===== src/rtl/micro_uaz_pkg.sv =====
// micro_uaz_pkg: opcodes, register-file write codes, field positions and FSM states of the UAZ micro
package micro_uaz_pkg;
  localparam logic [3:0] OP_NOP = 4'h0, OP_LDI = 4'h1, OP_ADD = 4'h2, OP_SUB = 4'h3,
                         OP_AND = 4'h4, OP_OR = 4'h5, OP_MOV = 4'h6, OP_JMP = 4'h7,
                         OP_JZ = 4'h8, OP_CALL = 4'h9, OP_RET = 4'hA, OP_HLT = 4'hF;
  localparam logic [2:0] HAB_NADA = 3'b000, HAB_R0 = 3'b001, HAB_R7 = 3'b011, HAB_RX = 3'b100;
  localparam int OP_MSB = 15, OP_LSB = 12, RX_MSB = 11, RX_LSB = 9;
  localparam int RY_MSB = 2, RY_LSB = 0, IMM_MSB = 7, IMM_LSB = 0;
  typedef enum logic [1:0] {BUSCAR, DECODIF, EJECUTAR, ALTO} estado_t;
endpackage


===== src/rtl/alu_uaz.sv =====
// alu_uaz: combinational 8-bit ALU for ADD/SUB/AND/OR, wrapping, no carry
module alu_uaz
  import micro_uaz_pkg::*;
(
  input  logic [3:0] op,
  input  logic [7:0] a,
  input  logic [7:0] b,
  output logic [7:0] resul
);
  always_comb
    resul = op == OP_ADD ? a + b :
            op == OP_SUB ? a - b :
            op == OP_AND ? a & b :
            op == OP_OR  ? a | b : 8'h00;
endmodule


===== src/rtl/secuenciador_control.sv =====
// secuenciador_control: fetch/decode/execute control unit of the UAZ micro (PC, IR, fetch timeout, FSM).
// Optional single-step mode via SECUENCIADOR_PASO_EN adds the PASO input.
module secuenciador_control
  import micro_uaz_pkg::*;
#(
  parameter logic [7:0] PC_INICIO  = 8'h00,
  parameter logic [3:0] MAX_ESPERA = 4'd15
) (
  input  logic        clk,
  input  logic        reset,
`ifdef SECUENCIADOR_PASO_EN
  input  logic        PASO,
`endif
  input  logic [15:0] PM_DATO,
  input  logic        PM_ACK,
  input  logic [7:0]  RX_DATO,
  input  logic [7:0]  RY_DATO,
  input  logic [7:0]  R0_DATO,
  output logic [7:0]  PM_ADDR,
  output logic        PM_REQ,
  output logic [2:0]  HAB,
  output logic [2:0]  RX,
  output logic [2:0]  RY,
  output logic [7:0]  DATO,
  output logic [7:0]  RESUL,
  output logic [7:0]  PC_VAL,
  output logic        DETENIDO,
  output logic        ERROR
);
  estado_t     estado;
  logic [15:0] ir;
  logic [7:0]  pc;
  logic [3:0]  espera;
  logic [3:0]  op;
  logic [7:0]  imm;
  logic [7:0]  pc_sig;
  logic        habil;
  logic        vence;
  logic        ilegal;
  logic        ir_unused;
`ifdef SECUENCIADOR_PASO_EN
  logic paso_d;
  logic paso_pend;
  // a captured PASO rising edge licenses exactly one fetch
  always_ff @(posedge clk or posedge reset)
    if (reset) begin
      paso_d    <= 1'b0;
      paso_pend <= 1'b0;
    end else begin
      paso_d    <= PASO;
      paso_pend <= (PASO & ~paso_d) | (paso_pend & ~(estado == BUSCAR && PM_ACK && !vence));
    end
  assign habil = paso_pend;
`else
  assign habil = 1'b1;
`endif
  assign op        = ir[OP_MSB:OP_LSB];
  assign imm       = ir[IMM_MSB:IMM_LSB];
  assign ir_unused = ir[8];
  assign RX        = op == OP_RET ? 3'd7 : ir[RX_MSB:RX_LSB];
  assign RY        = ir[RY_MSB:RY_LSB];
  assign PC_VAL    = pc + 8'd1;
  assign PM_ADDR   = pc;
  assign PM_REQ    = estado == BUSCAR && habil && !reset;
  assign DETENIDO  = estado == ALTO;
  assign DATO      = op == OP_LDI ? imm : RY_DATO;
  assign ilegal    = op inside {[4'hB:4'hE]};
  assign vence     = estado == BUSCAR && habil && espera == MAX_ESPERA - 4'd1;
  alu_uaz u_alu (.op(op), .a(RX_DATO), .b(RY_DATO), .resul(RESUL));
  always_comb
    HAB = estado != EJECUTAR ? HAB_NADA :
          op == OP_LDI || op == OP_MOV ? HAB_RX :
          op inside {OP_ADD, OP_SUB, OP_AND, OP_OR} ? HAB_R0 :
          op == OP_CALL ? HAB_R7 : HAB_NADA;
  always_comb
    pc_sig = op == OP_JMP || op == OP_CALL || (op == OP_JZ && R0_DATO == 8'h00) ? imm :
             op == OP_RET ? RX_DATO : PC_VAL;
  // the last permitted wait cycle times out even if PM_ACK shows up in it
  always_ff @(posedge clk or posedge reset)
    if (reset) begin
      estado <= BUSCAR;
      pc     <= PC_INICIO;
      ir     <= '0;
      espera <= '0;
      ERROR  <= 1'b0;
    end else
      case (estado)
        BUSCAR:
          if (vence) begin
            ERROR  <= 1'b1;
            estado <= ALTO;
          end else if (habil && PM_ACK) begin
            ir     <= PM_DATO;
            espera <= '0;
            estado <= DECODIF;
          end else if (habil)
            espera <= espera + 4'd1;
        DECODIF: estado <= EJECUTAR;
        EJECUTAR: begin
          pc     <= pc_sig;
          ERROR  <= ERROR | ilegal;
          estado <= op == OP_HLT ? ALTO : BUSCAR;
        end
        default: ;
      endcase
endmodule


===== config.mk =====
export PLATFORM = sky130hd
export DESIGN_NAME = secuenciador_control
export DESIGN_NICKNAME = d
export VERILOG_FILES = /design/src/rtl/micro_uaz_pkg.sv /design/src/rtl/alu_uaz.sv /design/src/rtl/secuenciador_control.sv
export SDC_FILE = /design/constraint.sdc
export NUM_CORES = 1
export LEC_CHECK = 0
export CAP_MARGIN = 10
export CORE_MARGIN = 2
export CORE_UTILIZATION = 52
export CTS_CLUSTER_DIAMETER = 120
export DETAILED_ROUTE_END_ITERATION = 8
export PLACE_DENSITY_LB_ADDON = 0.2
export SYNTH_ARGS = -nofsm -noshare
export SYNTH_HDL_FRONTEND = slang
export SYNTH_HIERARCHICAL = 1
export SYNTH_SLANG_ARGS = --single-unit
export TNS_END_PERCENT = 20

===== constraint.sdc =====
create_clock -name clk -period 3.95 [get_ports clk]
set_input_delay 0.79 -clock clk [delete_from_list [all_inputs] [get_ports clk]]
set_output_delay 0.79 -clock clk [all_outputs]
set_load 0.005 [all_outputs]

==> flow_metrics.tcl, run 1 <==
set metrics [dict create \
    outcome "finished clean" \
    viasPerCell 5.57 \
    netlist_area_mm2 0.00296 \
    rsz0062_at_grt "yes" \
    place_hpwl_um 6460 \
    htree_levels 2 \
    required_ns 3.16 \
    hold_viol_final 0 \
    min-delay-start "ERROR$_DFFE_PP0P_" \
    maxCapViolations 0 \
    die_w_um 79.5 \
    drv_slew 0 \
    startpoint "RX_DATO[0]" \
    fmax_mhz 257 \
    most-common-layout-cells "81 x clkdlybuf4s50_1, 33 x inv_1, 30 x dfrtp_1" \
    setup_viol 0 \
    ys_types 60 \
    grt_pass1_wl_um 13500 \
    synth_warnings 6 \
    vias 2881 \
    powerDensity_mw_per_mm2 603 \
    worstSetupPathType "primary input to primary output" \
    ios 87 \
    drive_gt1_frac 0.178 \
    ys_seq_area_frac 0.254 \
    root_buffer "clkbuf_8" \
    cts_buffer_depth 2 \
    clk_pin_slew_ns 0.06 \
    cts_made_buffers 5 \
    cts_hold_buf 0 \
    nets 520 \
    ir_drop_mv 0.470 \
    worstPathMaxFanout 3 \
    clk_latency_ns 0.29 \
    ys_async_sr_fraction 1.00 \
    fin_tns_setup_ns 0 \
    grt_max_degree 25 \
    portBuffers 85 \
    setup_slack_ns 0.0644 \
    worstPathArrival_ns 3.10 \
    cts_tree "yes" \
    timing.rr.end "PM_ADDR[1]$_DFFE_PP0P_" \
    antenna_cells 0 \
    holdPathEnd "ERROR$_DFFE_PP0P_" \
    antenna_found_initial 0 \
    post-route-period-util 0.984 \
    wire_per_inst_um 15.6 \
    slew_headroom 0.389 \
    dr.pass1.iters 4 \
    core_mm2 0.00551 \
    route.final.wire_length_um 8080 \
    grtUsageTotal 0.272 \
    area_delta_synth_final_pct 39.7 \
    grt-ovfl-total 0 \
    synth-edff-count 0 \
    grt_pass1_vias 2865 \
    startpoint_type "primary input" \
    reg2reg_depth 4 \
    ys_seq_elements 30 \
    start_util 0.538 \
    critPathCaptureType "primary output" \
    pre_cts_ws_ns -0.186 \
    mostFrequentLayoutCell "clkdlybuf4s50_1" \
    rrSetupSlack_ns 1.86 \
    r2r_start "ir[12]$_DFFE_PP0P_" \
    tightestPinTransition_ns 0.916 \
    synthesis.nets 416 \
    worst_hold_slack_ns 0.466 \
    finClkSkew_ns 0.00632 \
    hold_path_depth 1 \
    p_leak_nw 1.82 \
    die_h_um 79.5 \
    drc 0 \
    gp_congestion 0.871 \
    ys.flop_type "dfrtp_1" \
    rows 27 \
    period_minus_slack_ns 3.89 \
    postSynthAreaPerCell_um2 8.71 \
    holdCritPathClass "flop to flop" \
    die_area_mm2 0.00631 \
    cts_sinks 30 \
    syn_inst 340 \
    p_total_mw 2.49 \
    drtAntennaViolNets 0 \
    first_iter_violations 107 \
]
## worst max-delay path, cell delays in order
cell             delay, ns
clkdlybuf4s50_1       0.42
buf_4                 0.16
ha_1                  0.22
buf_4                 0.15
a21o_1                0.16
a211o_1               0.28
o21ai_0               0.10
xor2_1                0.10
o22ai_1               0.18
clkdlybuf4s50_1       0.55
## stage by stage
step	area (um2)	instances	utilization
2_1_floorplan	2960	340	-
3_3_place_gp	4000	509	0.727
3_5_place_dp	4000	509	0.727
4_1_cts	4110	517	0.746
5_1_grt	4140	517	0.751
6_report	4140	517	0.751
## layer usage
metal	vias to the layer above	share of wire	track usage
li1	1417	-	-
met1	1366	0.44	0.364
met2	89	0.49	0.436
met3	9	0.063	0.0600
met4	0	0.0099	0.0897
met5	-	0	0
## how the worst max path moves through the flow
stage                          end  slack [ns]  cells past startpoint
after floorplan           RESUL[4]        0.98                      8
after global placement    RESUL[4]       -0.17                     10
after detailed placement  RESUL[4]       -0.19                     10
after CTS                 RESUL[7]       -0.07                      9
after global routing      RESUL[6]      -0.002                     11
final                     RESUL[3]        0.06                     10
## flip-flops by register name, indices dropped and copies added, names as in the netlist
register / count
ERROR: 1
PM_ADDR: 8
espera: 4
estado: 2
ir: 15
## cell type report
class	instances	area, um2
tap	72	90.1
multi-input combinational	260	2010
inverter	34	128
timing repair buffer	113	1060
fill	404	1370
clock buffer	7	86.3
sequential	30	751
clock inverter	1	5.00
## report_power, final
group	switching (mW)	internal (mW)
Clock	0.118	0.140
Sequential	0.251	0.447
Combinational	0.671	0.868
## synthesized netlist by cell type (6+ instances only)
| cell | count | share of area |
|---|---|---|
| ha_1 | 31 | 0.13 |
| o21ai_0 | 28 | 0.047 |
| nor2_1 | 19 | 0.024 |
| nand2_1 | 23 | 0.029 |
| mux2_2 | 25 | 0.095 |
| a21oi_1 | 8 | 0.014 |
| buf_4 | 8 | 0.020 |
| o21a_1 | 6 | 0.015 |
| dfrtp_1 | 30 | 0.25 |
| o31ai_1 | 6 | 0.015 |
| nand3_1 | 15 | 0.025 |
| nor3_1 | 7 | 0.012 |
| inv_1 | 34 | 0.043 |
| nor2b_1 | 8 | 0.017 |
| nand2b_1 | 9 | 0.019 |
## timing repair
| item | 4_1_cts | 5_1_grt |
|---|---|---|
| setup endpoints to repair | 4 | 5 |
| buffers inserted | 0 | 0 |
| gates cloned | 0 | 0 |
| gates resized for setup | 7 | 7 |
| pin swaps | 2 | 2 |
## logic make-up after synthesis
family	count (synthesis)	synth area share
flip-flops	30	0.254
AO/OA/AOI/OAI	89	0.205
XOR/XNOR	6	0.0178
adder cells (fa/ha/maj)	33	0.145
multiplexers	28	0.105
AND/OR/NAND/NOR	104	0.194
buffers and inverters	50	0.0795
Note: power is estimated with default switching activity, not from simulation.
==> run 2: changes to the inputs <==
--- a/config.mk
+++ b/config.mk
@@ -11,6 +11,7 @@
 export CTS_CLUSTER_DIAMETER = 120
 export DETAILED_ROUTE_END_ITERATION = 8
 export PLACE_DENSITY_LB_ADDON = 0.2
+export SLEW_MARGIN = 0
 export SYNTH_ARGS = -nofsm -noshare
 export SYNTH_HDL_FRONTEND = slang
 export SYNTH_HIERARCHICAL = 1
==> results of run 2 <==
Final layout, timing and power as in run 1 (identical DEF).
==> run 3: changes to the inputs <==
--- a/config.mk
+++ b/config.mk
@@ -6,11 +6,13 @@
 export NUM_CORES = 1
 export LEC_CHECK = 0
 export CAP_MARGIN = 10
+export CORE_ASPECT_RATIO = 1.1
 export CORE_MARGIN = 2
 export CORE_UTILIZATION = 52
 export CTS_CLUSTER_DIAMETER = 120
 export DETAILED_ROUTE_END_ITERATION = 8
 export PLACE_DENSITY_LB_ADDON = 0.2
+export SKIP_CTS_REPAIR_TIMING = 1
 export SLEW_MARGIN = 0
 export SYNTH_ARGS = -nofsm -noshare
 export SYNTH_HDL_FRONTEND = slang
==> flow_metrics.tcl, run 3 (synthesized netlist as in run 1, its figures left out) <==
set metrics [dict create \
    most-common-layout-cells "83 x clkdlybuf4s50_1, 34 x inv_1, 32 x buf_4" \
    start_util 0.545 \
    largest_register "ir" \
    gp_congestion 0.907 \
    portBuffers 85 \
    clk_pin_slew_ns 0.06 \
    die_h_um 83.1 \
    grtUsageTotal 0.263 \
    route.final.wire_length_um 8250 \
    hold_path_depth 1 \
    slew_headroom 0.477 \
    worstSetupPathType "primary input to primary output" \
    wire_per_inst_um 15.7 \
    period_minus_slack_ns 4.13 \
    timing.rr.end "ir[1]$_DFFE_PP0P_" \
    first_iter_violations 132 \
    root_buffer "clkbuf_8" \
    cts_buffer_depth 2 \
    rsz0062_at_grt "yes" \
    grt_pass1_vias 2838 \
    outcome "finished, violations left" \
    hold_viol_final 0 \
    area_delta_synth_final_pct 40.6 \
    worstPathMaxFanout 7 \
    grt_max_degree 31 \
    violations "setup timing" \
    ir_drop_mv 0.527 \
    fmax_mhz 242 \
    dr.pass1.iters 4 \
    setup_viol 3 \
    grt-ovfl-total 0 \
    rrSetupSlack_ns 1.88 \
    p_total_mw 2.55 \
    p_leak_nw 1.84 \
    ios 87 \
    antenna_found_initial 0 \
    place_hpwl_um 6620 \
    min-delay-start "ERROR$_DFFE_PP0P_" \
    r2r_start "espera[0]$_DFFE_PP0P_" \
    htree_levels 2 \
    pre_cts_ws_ns -0.175 \
    nets 524 \
    required_ns 3.16 \
    worstPathArrival_ns 3.34 \
    finClkSkew_ns 0.00703 \
    grt_pass1_wl_um 13600 \
    cts_made_buffers 5 \
    mostFrequentLayoutCell "clkdlybuf4s50_1" \
    rows 28 \
    die_w_um 75.9 \
    viasPerCell 5.61 \
    antenna_cells 0 \
    drc 0 \
    holdPathEnd "ERROR$_DFFE_PP0P_" \
    setup_slack_ns -0.176 \
    drive_gt1_frac 0.185 \
    core_mm2 0.00543 \
    powerDensity_mw_per_mm2 612 \
    final_core_util 0.767 \
    clk_latency_ns 0.29 \
    critPathCaptureType "primary output" \
    die_area_mm2 0.00631 \
    reg2reg_depth 5 \
    drv_slew 0 \
    largest_reg_flops 15 \
    tightestPinTransition_ns 0.782 \
    vias 2940 \
    startpoint_type "primary input" \
    post-route-period-util 1.04 \
    drtAntennaViolNets 0 \
    cts_sinks 30 \
    holdCritPathClass "flop to flop" \
    maxCapViolations 0 \
    cts_tree "yes" \
]
[run 3: cell types whose count changed in the layout (fill, tap and decap cells not counted), sizes merged]
cell	change
clkdlybuf4s50	+2
clkinv	-1
buf	+4
dlygate4sd2	-2
clkbuf	+1
[run 3: layout make-up]
class / instances / area [um2]
multi-input cells: 260 / 1980
fillers: 406 / 1270
repair buffers: 117 / 1100
flip-flops and latches: 30 / 751
inverters: 34 / 128
clock buffers: 8 / 110
well taps: 75 / 93.8
[run 3: worst max-delay path by stage]
stage	start	to	slack, ns	depth (start not counted)
after floorplan	RX_DATO[0]	RESUL[4]	0.98	8
after global placement	RX_DATO[0]	RESUL[6]	-0.14	11
after detailed placement	RX_DATO[0]	RESUL[6]	-0.17	11
after CTS	RX_DATO[0]	RESUL[6]	-0.18	11
after global routing	RX_DATO[0]	RESUL[6]	-0.26	11
final	RY_DATO[2]	RESUL[7]	-0.18	9
[run 3: metal layers]
metal / share of wire / track usage / up-vias
li1: - / - / 1422
met1: 0.42 / 0.330 / 1424
met2: 0.53 / 0.460 / 83
met3: 0.042 / 0.0359 / 11
met4: 0.013 / 0.0942 / 0
met5: 0 / 0 / -
[run 3: worst max-delay path, cell delays in order]
cell and delay (ns):
clkdlybuf4s50_1 0.49, inv_1 0.07, ha_2 0.39, nor3_2 0.08
o311ai_1 0.38, nand3_1 0.17, and3_1 0.21, o31ai_2 0.21
clkdlybuf4s50_1 0.54
[run 3: where the power goes]
part	leakage [nW]	total, mW	switching, mW	internal (mW)
Sequential	0.357	0.681	0.234	0.447
Clock	0.0575	0.292	0.117	0.176
Combinational	1.43	1.57	0.689	0.883
[run 3: metrics by stage]
stage	hold slack, ns	std cells	TNS [ns]	cell area [um2]
finish	0.471	524	-0.391	4160
global route	0.493	524	-0.715	4160
CTS	0.469	524	-0.570	4150
detailed placement	0.449	516	-0.534	4040
global placement	0.447	516	-0.477	4040
floorplan	0.451	340	0	2960
